--- config.mk ---
export PLATFORM = sky130hd
export DESIGN_NAME = host_link_responder
export DESIGN_NICKNAME = d
export VERILOG_FILES = /design/src/rtl/host_link_responder.sv
export SDC_FILE = /design/constraint.sdc
export NUM_CORES = 1
export LEC_CHECK = 0
export CAP_MARGIN = 20
export CORE_ASPECT_RATIO = 1.1
export CORE_MARGIN = 8
export CORE_UTILIZATION = 40
export DETAILED_ROUTE_END_ITERATION = 12
export PLACE_DENSITY = 0.74
export RECOVER_POWER = 100
export SKIP_CTS_REPAIR_TIMING = 1
export SLEW_MARGIN = 20
export SYNTH_ARGS = -nofsm -noshare
export SYNTH_HDL_FRONTEND = slang
export SYNTH_SLANG_ARGS = --single-unit
--- constraint.sdc ---
create_clock -name clock -period 2 [get_ports clock]
set_input_delay 0.6 -clock clock [delete_from_list [all_inputs] [get_ports clock]]
set_output_delay 0.6 -clock clock [all_outputs]
set_load 0.01 [all_outputs]
--- src/rtl/host_link_responder.sv ---
// Host link responder: answers mole-position bytes with a delayed 'H'.
// Optional auto-restart ('S' after 'R') is enabled by HOST_AUTO_RESTART_EN.
module host_link_responder #(
  parameter int unsigned REACT_CYCLES   = 50_000_000,
  parameter int unsigned RESTART_CYCLES = 200_000_000
) (
  input  logic       clock,
  input  logic       reset,
  input  logic       enable,
  input  logic [7:0] rx_data,
  input  logic       rx_ready,
  input  logic       tx_busy,
  output logic       tx_start,
  output logic [7:0] tx_data,
  output logic [2:0] mole_index,
  output logic       mole_valid,
  output logic [7:0] hits_sent,
  output logic [7:0] games_done,
  output logic       proto_error
);

  localparam int unsigned MAXC =
    (REACT_CYCLES > RESTART_CYCLES) ? REACT_CYCLES : RESTART_CYCLES;
  localparam int unsigned CW = (MAXC > 1) ? $clog2(MAXC) : 1;
  localparam logic [CW-1:0] REACT_LAST = CW'(REACT_CYCLES - 1);

  localparam logic [7:0] CH_H = 8'h48;
  localparam logic [7:0] CH_R = 8'h52;

  typedef enum logic [2:0] {
    S_IDLE    = 3'd0,
    S_REACT   = 3'd1,
    S_SEND    = 3'd2,
    S_WAIT_TX = 3'd3,
    S_HOLD    = 3'd4
`ifdef HOST_AUTO_RESTART_EN
    ,S_RESTART = 3'd5
`endif
  } state_t;

`ifdef HOST_AUTO_RESTART_EN
  localparam logic [CW-1:0] RESTART_LAST = CW'(RESTART_CYCLES - 1);
  localparam logic [7:0]    CH_S         = 8'h53;
  localparam state_t        R_DEST       = S_RESTART;
`else
  localparam state_t        R_DEST       = S_IDLE;
`endif

  state_t          r_state;
  state_t          w_next;
  logic [CW-1:0]   r_cnt;
  logic            r_pend_mole;
  logic            r_pend_r;
  logic            r_wait_arm;
  logic            r_tx_start;
  logic [7:0]      r_tx_data;
  logic [2:0]      r_mole_index;
  logic            r_mole_valid;
  logic [7:0]      r_hits;
  logic [7:0]      r_games;
  logic            r_proto_err;

  logic            w_rx_v;
  logic            w_rx_mole;
  logic            w_rx_r;
  logic            w_rx_bad;
  logic            w_busy_st;
  logic            w_busy_next;
  logic            w_react_done;
  logic            w_restart_done;
  logic            w_wait_done;
  logic            w_pm;
  logic            w_pr;
  logic            w_cnt_run;
  logic            w_send_go;
  logic            w_load_h;
  logic            w_load_s;

  // Byte classification; bytes only count while enabled.
  always_comb begin
    w_rx_v    = rx_ready && enable;
    w_rx_mole = w_rx_v && (rx_data >= 8'h30) && (rx_data <= 8'h34);
    w_rx_r    = w_rx_v && (rx_data == CH_R);
    w_rx_bad  = w_rx_v && !w_rx_mole && !w_rx_r;
  end

  // Event decode shared by next-state and datapath.
  always_comb begin
    w_busy_st    = (r_state == S_SEND) || (r_state == S_WAIT_TX);
    w_react_done = (r_state == S_REACT) && (r_cnt == REACT_LAST);
`ifdef HOST_AUTO_RESTART_EN
    w_restart_done = (r_state == S_RESTART) && (r_cnt == RESTART_LAST);
`else
    w_restart_done = 1'b0;
`endif
    w_wait_done  = (r_state == S_WAIT_TX) && r_wait_arm && !tx_busy;
    w_pm = w_rx_mole || (r_pend_mole && !w_rx_r);
    w_pr = w_rx_r || (r_pend_r && !w_rx_mole);
  end

  // State register.
  always_ff @(posedge clock or negedge reset) begin
    if (!reset) r_state <= S_IDLE;
    else        r_state <= w_next;
  end

  // Next-state logic; a fresh byte always beats an expiring timer.
  always_comb begin
    w_next = r_state;
    if (!enable) begin
      w_next = S_IDLE;
    end else begin
      unique case (r_state)
        S_SEND: begin
          if (!tx_busy) w_next = S_WAIT_TX;
        end
        S_WAIT_TX: begin
          if (w_wait_done) begin
            if (w_pm)                   w_next = S_REACT;
            else if (w_pr)              w_next = R_DEST;
            else if (r_tx_data == CH_H) w_next = S_HOLD;
            else                        w_next = S_IDLE;
          end
        end
        default: begin
          if (w_rx_mole)           w_next = S_REACT;
          else if (w_rx_r)         w_next = R_DEST;
          else if (w_react_done)   w_next = S_SEND;
          else if (w_restart_done) w_next = S_SEND;
        end
      endcase
    end
  end

  // Output/datapath strobes derived from state and next state.
  always_comb begin
    w_busy_next = (w_next == S_SEND) || (w_next == S_WAIT_TX);
    w_send_go   = enable && (r_state == S_SEND) && !tx_busy;
    w_load_h    = w_react_done && (w_next == S_SEND);
    w_load_s    = w_restart_done && (w_next == S_SEND);
    w_cnt_run   = enable && (r_state == w_next) && !w_rx_mole && !w_rx_r;
`ifdef HOST_AUTO_RESTART_EN
    w_cnt_run   = w_cnt_run &&
                  ((w_next == S_REACT) || (w_next == S_RESTART));
`else
    w_cnt_run   = w_cnt_run && (w_next == S_REACT);
`endif
  end

  // Delay counter shared by REACT and RESTART; held while disabled.
  always_ff @(posedge clock or negedge reset) begin
    if (!reset)         r_cnt <= '0;
    else if (!enable)   r_cnt <= r_cnt;
    else if (w_cnt_run) r_cnt <= r_cnt + 1'b1;
    else                r_cnt <= '0;
  end

  // Bytes arriving mid-transmission are remembered until WAIT_TX ends.
  always_ff @(posedge clock or negedge reset) begin
    if (!reset) begin
      r_pend_mole <= 1'b0;
      r_pend_r    <= 1'b0;
    end else if (!w_busy_next) begin
      r_pend_mole <= 1'b0;
      r_pend_r    <= 1'b0;
    end else if (w_rx_mole) begin
      r_pend_mole <= 1'b1;
      r_pend_r    <= 1'b0;
    end else if (w_rx_r) begin
      r_pend_mole <= 1'b0;
      r_pend_r    <= 1'b1;
    end
  end

  // Guard cycle so a stale tx_busy is not mistaken for completion.
  always_ff @(posedge clock or negedge reset) begin
    if (!reset) r_wait_arm <= 1'b0;
    else        r_wait_arm <= (r_state == S_WAIT_TX) && (w_next == S_WAIT_TX);
  end

  // Transmit request and the byte it carries.
  always_ff @(posedge clock or negedge reset) begin
    if (!reset) begin
      r_tx_start <= 1'b0;
      r_tx_data  <= 8'h00;
    end else begin
      r_tx_start <= w_send_go;
      if (w_load_h) r_tx_data <= CH_H;
`ifdef HOST_AUTO_RESTART_EN
      if (w_load_s) r_tx_data <= CH_S;
`endif
    end
  end

  // Mole tracking from received bytes.
  always_ff @(posedge clock or negedge reset) begin
    if (!reset) begin
      r_mole_index <= 3'd0;
      r_mole_valid <= 1'b0;
    end else if (w_rx_mole) begin
      r_mole_index <= rx_data[2:0];
      r_mole_valid <= 1'b1;
    end else if (w_rx_r) begin
      r_mole_valid <= 1'b0;
    end
  end

  // Saturating statistics counters and the protocol error pulse.
  always_ff @(posedge clock or negedge reset) begin
    if (!reset) begin
      r_hits      <= 8'd0;
      r_games     <= 8'd0;
      r_proto_err <= 1'b0;
    end else begin
      r_proto_err <= w_rx_bad;
      if (w_send_go && (r_tx_data == CH_H) && (r_hits != 8'hFF))
        r_hits <= r_hits + 8'd1;
      if (w_rx_r && (r_games != 8'hFF))
        r_games <= r_games + 8'd1;
    end
  end

  assign tx_start    = r_tx_start;
  assign tx_data     = r_tx_data;
  assign mole_index  = r_mole_index;
  assign mole_valid  = r_mole_valid;
  assign hits_sent   = r_hits;
  assign games_done  = r_games;
  assign proto_error = r_proto_err;

endmodule

==> impl_metrics.ini, run 1 <==
[worst_setup_path]
crit_arrival_ns = 2.25
r2r-end = r_wait_arm
r2r_slack_ns = 0.01
timing.rr.start = r_cnt[0]
r2r_cells = 6
slowest_stage = or4_4
cp_max_fo = 5
critPathBufInv = 0
required_ns = 2.26
critPathKind = reg -> reg
end_kind = flip-flop
start_kind = flip-flop
path_cells = ha_2 > and4_4 > nand4_1 > or4_4 > a211o_1 > nor3_2
cpPeakStageDelay_ns = 0.55
crit_family = simple AND/OR/NAND/NOR gates

[timing]
setup_viol = 0
tightest_slew_ns = 1.404
slew_headroom = 0.06388
slew_viol_final = 0
min_period_over_period = 0.9949
min_period_ns = 1.990
setup_tns_ns = 0
hold_violations = 0
finClkSkew_ns = 0.007998
rsz0062_at_grt = yes
fmax_ghz = 0.5026

[floorplan]
io_pins = 43
die_w_um = 96.89
rows = 32
die_area_mm2 = 0.01017
start_util = 0.4109
die_h_um = 105.0
fp.coreArea_mm2 = 0.007007

[job]
maxCapViolCount = 0

[placement]
hpwl_um = 4920
placed_area_mm2 = 0.003685
routabilityCongestion = 0.8121
port_buffers = 36

[global_route]
grt_pass1_wl_um = 11720
grt_overflow = 0
grt_pass1_vias = 2573
grt_max_degree = 58
grt_usage = 0.1380
use_met2 = 0.2314
grt_util_met1 = 0.1548
antenna_found_initial = 1
grt_busiest_layer = met2
grtUsageMet3 = 0.03755

[clock_tree]
cts_root_buf = clkbuf_8
htree_levels = 3
path_clk_slew_ns = 0.07
cts_tree = yes
clkSinkCount = 57
cts_inserted_buffers = 9
clockBufferDepth = 2
worstSkewPairLatency_ns = 0.34

[drt]
ant_nets = 0
first_pass_iters = 4
drt-vias-per-instance = 5.294
drt_iter0_drc = 67
via_count = 2446
drt-total-wl_um = 7059
routedWlPerCell_um = 15.28
drc_errors = 0

[logic_synthesis]
synth.distinct_cells = 48
ys_warn_count = 0
synth_top_flop_cell = dfrtp_1
synthArstFlopShare = 1.000
seq_area_frac_synth = 0.4954
ys_ff_latch = 57
syn_inst = 279
synth_area_mm2 = 0.002879
synth-edff-count = 0
syn-mean-instance-area_um2 = 10.32

[pwr]
ir_worst_vdd_mv = 0.3604
power.density_mw_per_mm2 = 586.5
p_leak_nw = 1.841

[min_path]
hold_depth = 1
min_from = mole_valid
whs_endpoint = mole_valid
hold_path_class = reg -> reg

[finish]
final_area_mm2 = 0.003964
fin_nets = 387
drive_gt1_frac = 0.2553
syn2layout_area_growth_pct = 37.68

[outcome]
status = finished, final reports clean
## how the worst max path moves through the flow
| stage | depth (start not counted) | slack (ns) | endpoint | from |
|---|---|---|---|---|
| global placement | 5 | -0.60 | games_done[1] | enable |
| finish | 6 | 0.01 | r_wait_arm | r_cnt[0] |
| detailed placement | 5 | -0.64 | games_done[1] | rx_data[7] |
| CTS | 5 | -0.28 | games_done[1] | rx_data[7] |
| global route | 5 | -0.05 | r_wait_arm | r_cnt[24] |
| floorplan | 6 | -0.17 | games_done[1] | enable |
## layout by cell type, fill, tap and decap left out, types with 4 or more instances in the layout
master	Yosys	layout
xnor2_1	19	19
conb_1	1	6
inv_1	5	5
nand2b_1	5	5
buf_4	8	52
clkdlybuf4s50_1	0	23
dlymetal6s2s_1	0	10
nand4_1	20	20
nand2_1	16	16
nor3_1	8	8
clkbuf_8	0	11
xor2_1	19	19
mux2_2	5	4
nand3_1	15	15
nor2_1	31	31
and4_1	5	4
dfrtp_1	57	54
and3_1	12	12
## area by class of cell
type | count | area [um2]
Fill cell | 589 | 3043
Sequential cell | 57 | 1430
Multi-Input combinational cell | 206 | 1415
Timing Repair Buffer | 92 | 808.3
Clock buffer | 12 | 155.1
Tap cell | 85 | 106.4
Clock inverter | 4 | 27.53
Inverter | 5 | 18.77
Antenna cell | 1 | 2.502
## stage by stage
step / hold slack, ns / total power [W] / worst slack (ns) / cells / utilization
after CTS: 0.2632 / 0.002355 / -0.2816 / 455 / 0.5520
after detailed placement: 0.4660 / 0.001361 / -0.6376 / 439 / 0.5259
after global placement: 0.4708 / 0.001359 / -0.6034 / 439 / 0.5259
final: 0.4745 / 0.002325 / 0.01026 / 462 / 0.5657
after floorplan: 0.3044 / 0.001263 / -0.1685 / 284 / -
after global routing: 0.4939 / 0.002403 / -0.05447 / 462 / 0.5657
## sequential cells by signal (all words and copies together), names as in the netlist
name	cells
games_done	8
hits_sent	8
mole_index	3
mole_valid	1
proto_error	1
r_cnt	28
r_pend_mole	1
r_pend_r	1
r_state	3
r_wait_arm	1
tx_data	1
tx_start	1
## layer usage
metal | share of wire | wire length [um] | vias to the layer above
met3 | 0.050 | 353 | 21
met4 | 0.029 | 202 | 0
met1 | 0.43 | 3008 | 1193
li1 | - | - | 1165
met5 | 0 | 0 | -
met2 | 0.50 | 3495 | 67
## where the power goes
part / switching (W) / internal, W / leakage, nW / total, W
Sequential: 0.00000965 / 0.00117 / 0.786 / 0.00118
Clock: 0.000475 / 0.000515 / 0.0846 / 0.000990
Combinational: 0.0000806 / 0.0000780 / 0.970 / 0.000159
## synth_stat cells, types with 2 or more instances
library cell,count,share of area
dfrtp_1,57,0.50
nor2_1,31,0.040
nand4_1,20,0.043
xnor2_1,19,0.058
xor2_1,19,0.058
nand2_1,16,0.021
nand3_1,15,0.026
and3_1,12,0.026
buf_4,8,0.021
nor3_1,8,0.014
and4_1,5,0.015
inv_1,5,0.0065
mux2_2,5,0.020
nand2b_1,5,0.011
buf_2,4,0.0070
clkbuf_1,4,0.0052
nor4_1,4,0.0087
ha_1,3,0.013
nand4b_1,3,0.0091
o31ai_1,3,0.0078
a21o_1,2,0.0052
a21oi_1,2,0.0035
nand4bb_1,2,0.0078
o21ai_0,2,0.0035
or4_1,2,0.0052
## cell families after synthesis
group / share of synthesized area
adder cells (fa/ha/maj): 0.01304
multiplexers: 0.01956
XOR/XNOR: 0.1156
buffers and inverters: 0.03955
AND/OR/NAND/NOR: 0.2482
other: 0.001303
flip-flops: 0.4954
AO/OA/AOI/OAI: 0.06737
Power figures use the tool's default switching activity.
==> run 2: changes to the inputs <==
- GPL_ROUTABILITY_DRIVEN: default -> 0
- RECOVER_POWER: 100 -> default
==> impl_metrics.ini, run 2 (synthesis gave the netlist of run 1 again) <==
[finish]
fillers = 585
drive_gt1_frac = 0.2580
regMostFlops = r_cnt
fin_nets = 387
final_common_cell = dfrtp_1
regArea_mm2 = 0.001430
multi_input_area_mm2 = 0.001415
syn2layout_area_growth_pct = 38.50
final_cells = 462
post-route-util = 0.5691
most-common-layout-cells = 54 x dfrtp_1, 53 x buf_4, 31 x nor2_1, 24 x clkdlybuf4s50_1, 20 x nand4_1
largest_reg_flops = 28

[timing]
setup_tns_ns = 0
setup_slack_ns = 0.01000
finClkSkew_ns = 0.007819
min_period_ns = 1.990
min_period_over_period = 0.9950
slew_viol_final = 0
hold_violations = 0
fmax_ghz = 0.5025
rsz0062_at_grt = yes
fin_hold_ws_ns = 0.2553
setup_viol = 0

[global_route]
grt_pass1_vias = 2573
antenna_found_initial = 1
grt_overflow = 0
grt_max_degree = 58
grt_usage = 0.1380
grt_pass1_wl_um = 11720

[drt]
drt-vias-per-instance = 5.266
first_pass_iters = 5
drt-total-wl_um = 7069
drt_iter0_drc = 64
drc_errors = 0
via_count = 2433
ant_nets = 0
routedWlPerCell_um = 15.30

[clock_tree]
clockBufferDepth = 2
cts_inserted_buffers = 9
clkSinkCount = 57
worstSkewPairLatency_ns = 0.34
htree_levels = 3
path_clk_slew_ns = 0.07
cts_tree = yes
cts_root_buf = clkbuf_8

[worst_setup_path]
end_kind = flip-flop
slowest_stage = or4_4
r2r_slack_ns = 0.01
path_cells = ha_2 > and4_4 > nand4_1 > or4_4 > a211o_1 > nor3_2
critPathKind = reg -> reg
critPathBufInv = 0
crit_family = simple AND/OR/NAND/NOR gates
crit_arrival_ns = 2.25
start_kind = flip-flop
required_ns = 2.26
cp_max_fo = 5
cpPeakStageDelay_ns = 0.55

[pwr]
p_leak_nw = 1.857
power.density_mw_per_mm2 = 583.8
ir_worst_vdd_mv = 0.3603

[placement]
hpwl_um = 4920
dp.cells = 439
place_ws_ns = -0.6376
port_buffers = 36

[floorplan]
rows = 32
die_area_mm2 = 0.01017
start_util = 0.4109
die_w_um = 96.89
io_pins = 43
fp.coreArea_mm2 = 0.007007
die_h_um = 105.0

[outcome]
status = finished, final reports clean

[job]
maxCapViolCount = 0

[min_path]
hold_path_class = in -> async
-- run 2: path summary, 6_finish.rpt --
| kind | depth (start not counted) | start | to |
|---|---|---|---|
| max | 6 | r_cnt[0] | r_wait_arm |
| min | 2 | reset | r_cnt[6] |
| max reg2reg | 6 | r_cnt[0] | r_wait_arm |
| min reg2reg | 1 | mole_valid | mole_valid |
| max in group asynchronous | 2 | reset | games_done[6] |
| min in group clock | 1 | mole_valid | mole_valid |
-- run 2: where the power goes --
part	switching, W	internal (W)
sequential	0.00000982	0.00117
clock	0.000473	0.000515
combinational	0.0000810	0.0000821
total	0.000564	0.00176
-- run 2: worst reg2reg max path: cells and delay by family, from the launching register on --
kind,cells,cell delay [ns]
AOI/OAI and AO/OA,1,0.37
adders and majority gates,1,0.19
and+or+nand+nor,4,0.98
DFF,1,0.36
-- run 2: layer usage --
| metal | up-vias | GRT usage | wire, um |
|---|---|---|---|
| li1 | 1166 | - | - |
| met3 | 20 | 0.03755 | 329 |
| met2 | 59 | 0.2314 | 3521 |
| met5 | - | 0 | 0 |
| met1 | 1188 | 0.1548 | 3027 |
| met4 | 0 | 0.07811 | 191 |
-- run 2: metrics by stage --
stage / total power [W] / area, um2
2_1_floorplan: 0.001263 / 2962
3_3_place_gp: 0.001359 / 3685
3_5_place_dp: 0.001361 / 3685
4_1_cts: 0.002355 / 3867
5_1_grt: 0.002408 / 3988
6_report: 0.002328 / 3988
-- run 2: area by class of cell --
class / count / area share
clock buffer: 12 / 0.03891
antenna: 1 / 0.0006276
inverter: 5 / 0.004707
sequential: 57 / 0.3586
tap: 85 / 0.02667
clock inverter: 4 / 0.006903
timing repair buffer: 92 / 0.2087
multi-input combinational: 206 / 0.3549
==> run 3: changes to the inputs <==
- CORE_UTILIZATION: 40 -> 49
- PLACE_DENSITY: 0.74 -> 0.86
==> impl_metrics.ini, run 3 (synthesis gave the netlist of run 1 again) <==
[worst_setup_path]
start_kind = primary input
r2r_cells = 6
critPathKind = in -> reg
path_cells = dlymetal6s2s_1 > nand4b_1 > or4_4 > a31oi_4 > buf_6 > nand4_1 > xnor2_1
crit_arrival_ns = 2.33
crit_cells = 7
critPathBufInv = 2
cp_max_fo = 6
required_ns = 2.24
slowest_stage = or4_4
end_kind = flip-flop
crit_family = simple AND/OR/NAND/NOR gates
cpPeakStageDelay_ns = 0.60

[pwr]
p_sw_frac = 0.2179
switching_power_w = 0.0005533
power.density_mw_per_mm2 = 621.9
ir_worst_vdd_mv = 0.6329
total_power_w = 0.002540
p_int_w = 0.001986
p_leak_nw = 1.911
combPwrFrac = 0.069
clockPowerShare = 0.467
seq_power_share = 0.464

[timing]
setup_slack_ns = -0.08848
finClkSkew_ns = 0.01065
fin_hold_ws_ns = 0.2596
setup_tns_ns = -0.1114
setup_viol = 2
min_period_ns = 2.088
hold_violations = 0
slew_viol_final = 0
min_period_over_period = 1.044
rsz0062_at_grt = yes
fmax_ghz = 0.4788

[clock_tree]
worstSkewPairLatency_ns = 0.33
htree_levels = 3
clkSinkCount = 57
path_clk_slew_ns = 0.06
clockBufferDepth = 2
cts_root_buf = clkbuf_8
cts_tree = yes
cts_inserted_buffers = 9

[placement]
port_buffers = 36
hpwl_um = 5158
dp.cells = 431

[finish]
syn2layout_area_growth_pct = 41.85
post-route-util = 0.7124
largest_reg_flops = 28
num_antenna_cells = 0
drive_gt1_frac = 0.2737
regMostFlops = r_cnt
fillers = 397
final_cells = 457
most-common-layout-cells = 55 x buf_4, 54 x dfrtp_1, 30 x nor2_1, 25 x clkdlybuf4s50_1, 20 x nand4_1
fin_nets = 391
final_common_cell = buf_4

[global_route]
grt_max_degree = 58
grt_overflow = 0
grt_pass1_wl_um = 12120
grt_usage = 0.1817
antenna_found_initial = 0
grt_pass1_vias = 2617

[floorplan]
die_area_mm2 = 0.008587
die_h_um = 96.39
rows = 29
start_util = 0.5022
die_w_um = 89.09
io_pins = 43
fp.coreArea_mm2 = 0.005733

[drt]
drt-vias-per-instance = 5.536
drc_errors = 0
drt_iter0_drc = 139
via_count = 2530
ant_nets = 0
first_pass_iters = 4
drt-total-wl_um = 7582
routedWlPerCell_um = 16.59

[min_path]
hold_path_class = in -> async

[job]
maxCapViolCount = 0

[outcome]
status = finished, violations left
violations = setup timing
-- run 3: changes by cell type in the layout (fill, tap and decap cells not counted), moves of 2 or more --
cell,delta
clkinvlp_4,-3
buf_4,+2
buf_6,+2
nor4_2,+2
bufinv_16,+2
nor4_1,-2
-- run 3: area by class of cell --
cell class                 instances  area, um2  area share
clock buffer                      11      141.4     0.03462
clock inverter                     5      78.83     0.01930
inverter                           5      18.77    0.004596
multi-input combinational        206       1451      0.3554
sequential                        57       1430      0.3502
tap                               77      96.34     0.02359
timing repair buffer              96      867.1      0.2123
-- run 3: layer usage --
metal | share of wire | track usage
met2 | 0.51 | 0.3140
met3 | 0.045 | 0.05076
met1 | 0.42 | 0.2019
met5 | 0 | 0
met4 | 0.028 | 0.08738
-- run 3: worst register-to-register path: stages, from the launching register on --
cell,delay [ns]
dfrtp_1,0.35
ha_2,0.18
and4_1,0.20
nand4_1,0.09
or4_4,0.56
a211o_1,0.37
nor2b_1,0.13
-- run 3: worst paths after layout --
kind / start / to / slack (ns)
worst min-delay path: reset / r_cnt[9] / 0.26
worst max register to register: r_cnt[1] / r_pend_mole / 0.05
worst max-delay path: rx_data[7] / games_done[7] / -0.09
worst min register to register: hits_sent[4] / hits_sent[4] / 0.51
max in group asynchronous: reset / hits_sent[0] / 1.46
min in group clock: hits_sent[4] / hits_sent[4] / 0.51
-- run 3: through the flow --
stage | instance area [um2] | worst slack, ns
after detailed placement | 3675 | -0.6543
after CTS | 3895 | -0.3258
final | 4084 | -0.08848
after global routing | 4084 | -0.1281
after floorplan | 2962 | -0.1685
after global placement | 3675 | -0.5788
-- run 3: power by group through the flow --
stage | registers (W) | clock network [W] | logic (W)
global placement | 0.00120 | 0 | 0.000157
finish | 0.00118 | 0.00119 | 0.000174
CTS | 0.00118 | 0.00120 | 0.000164
global route | 0.00118 | 0.00126 | 0.000190
detailed placement | 0.00120 | 0 | 0.000163
floorplan | 0.00120 | 0 | 0.0000588
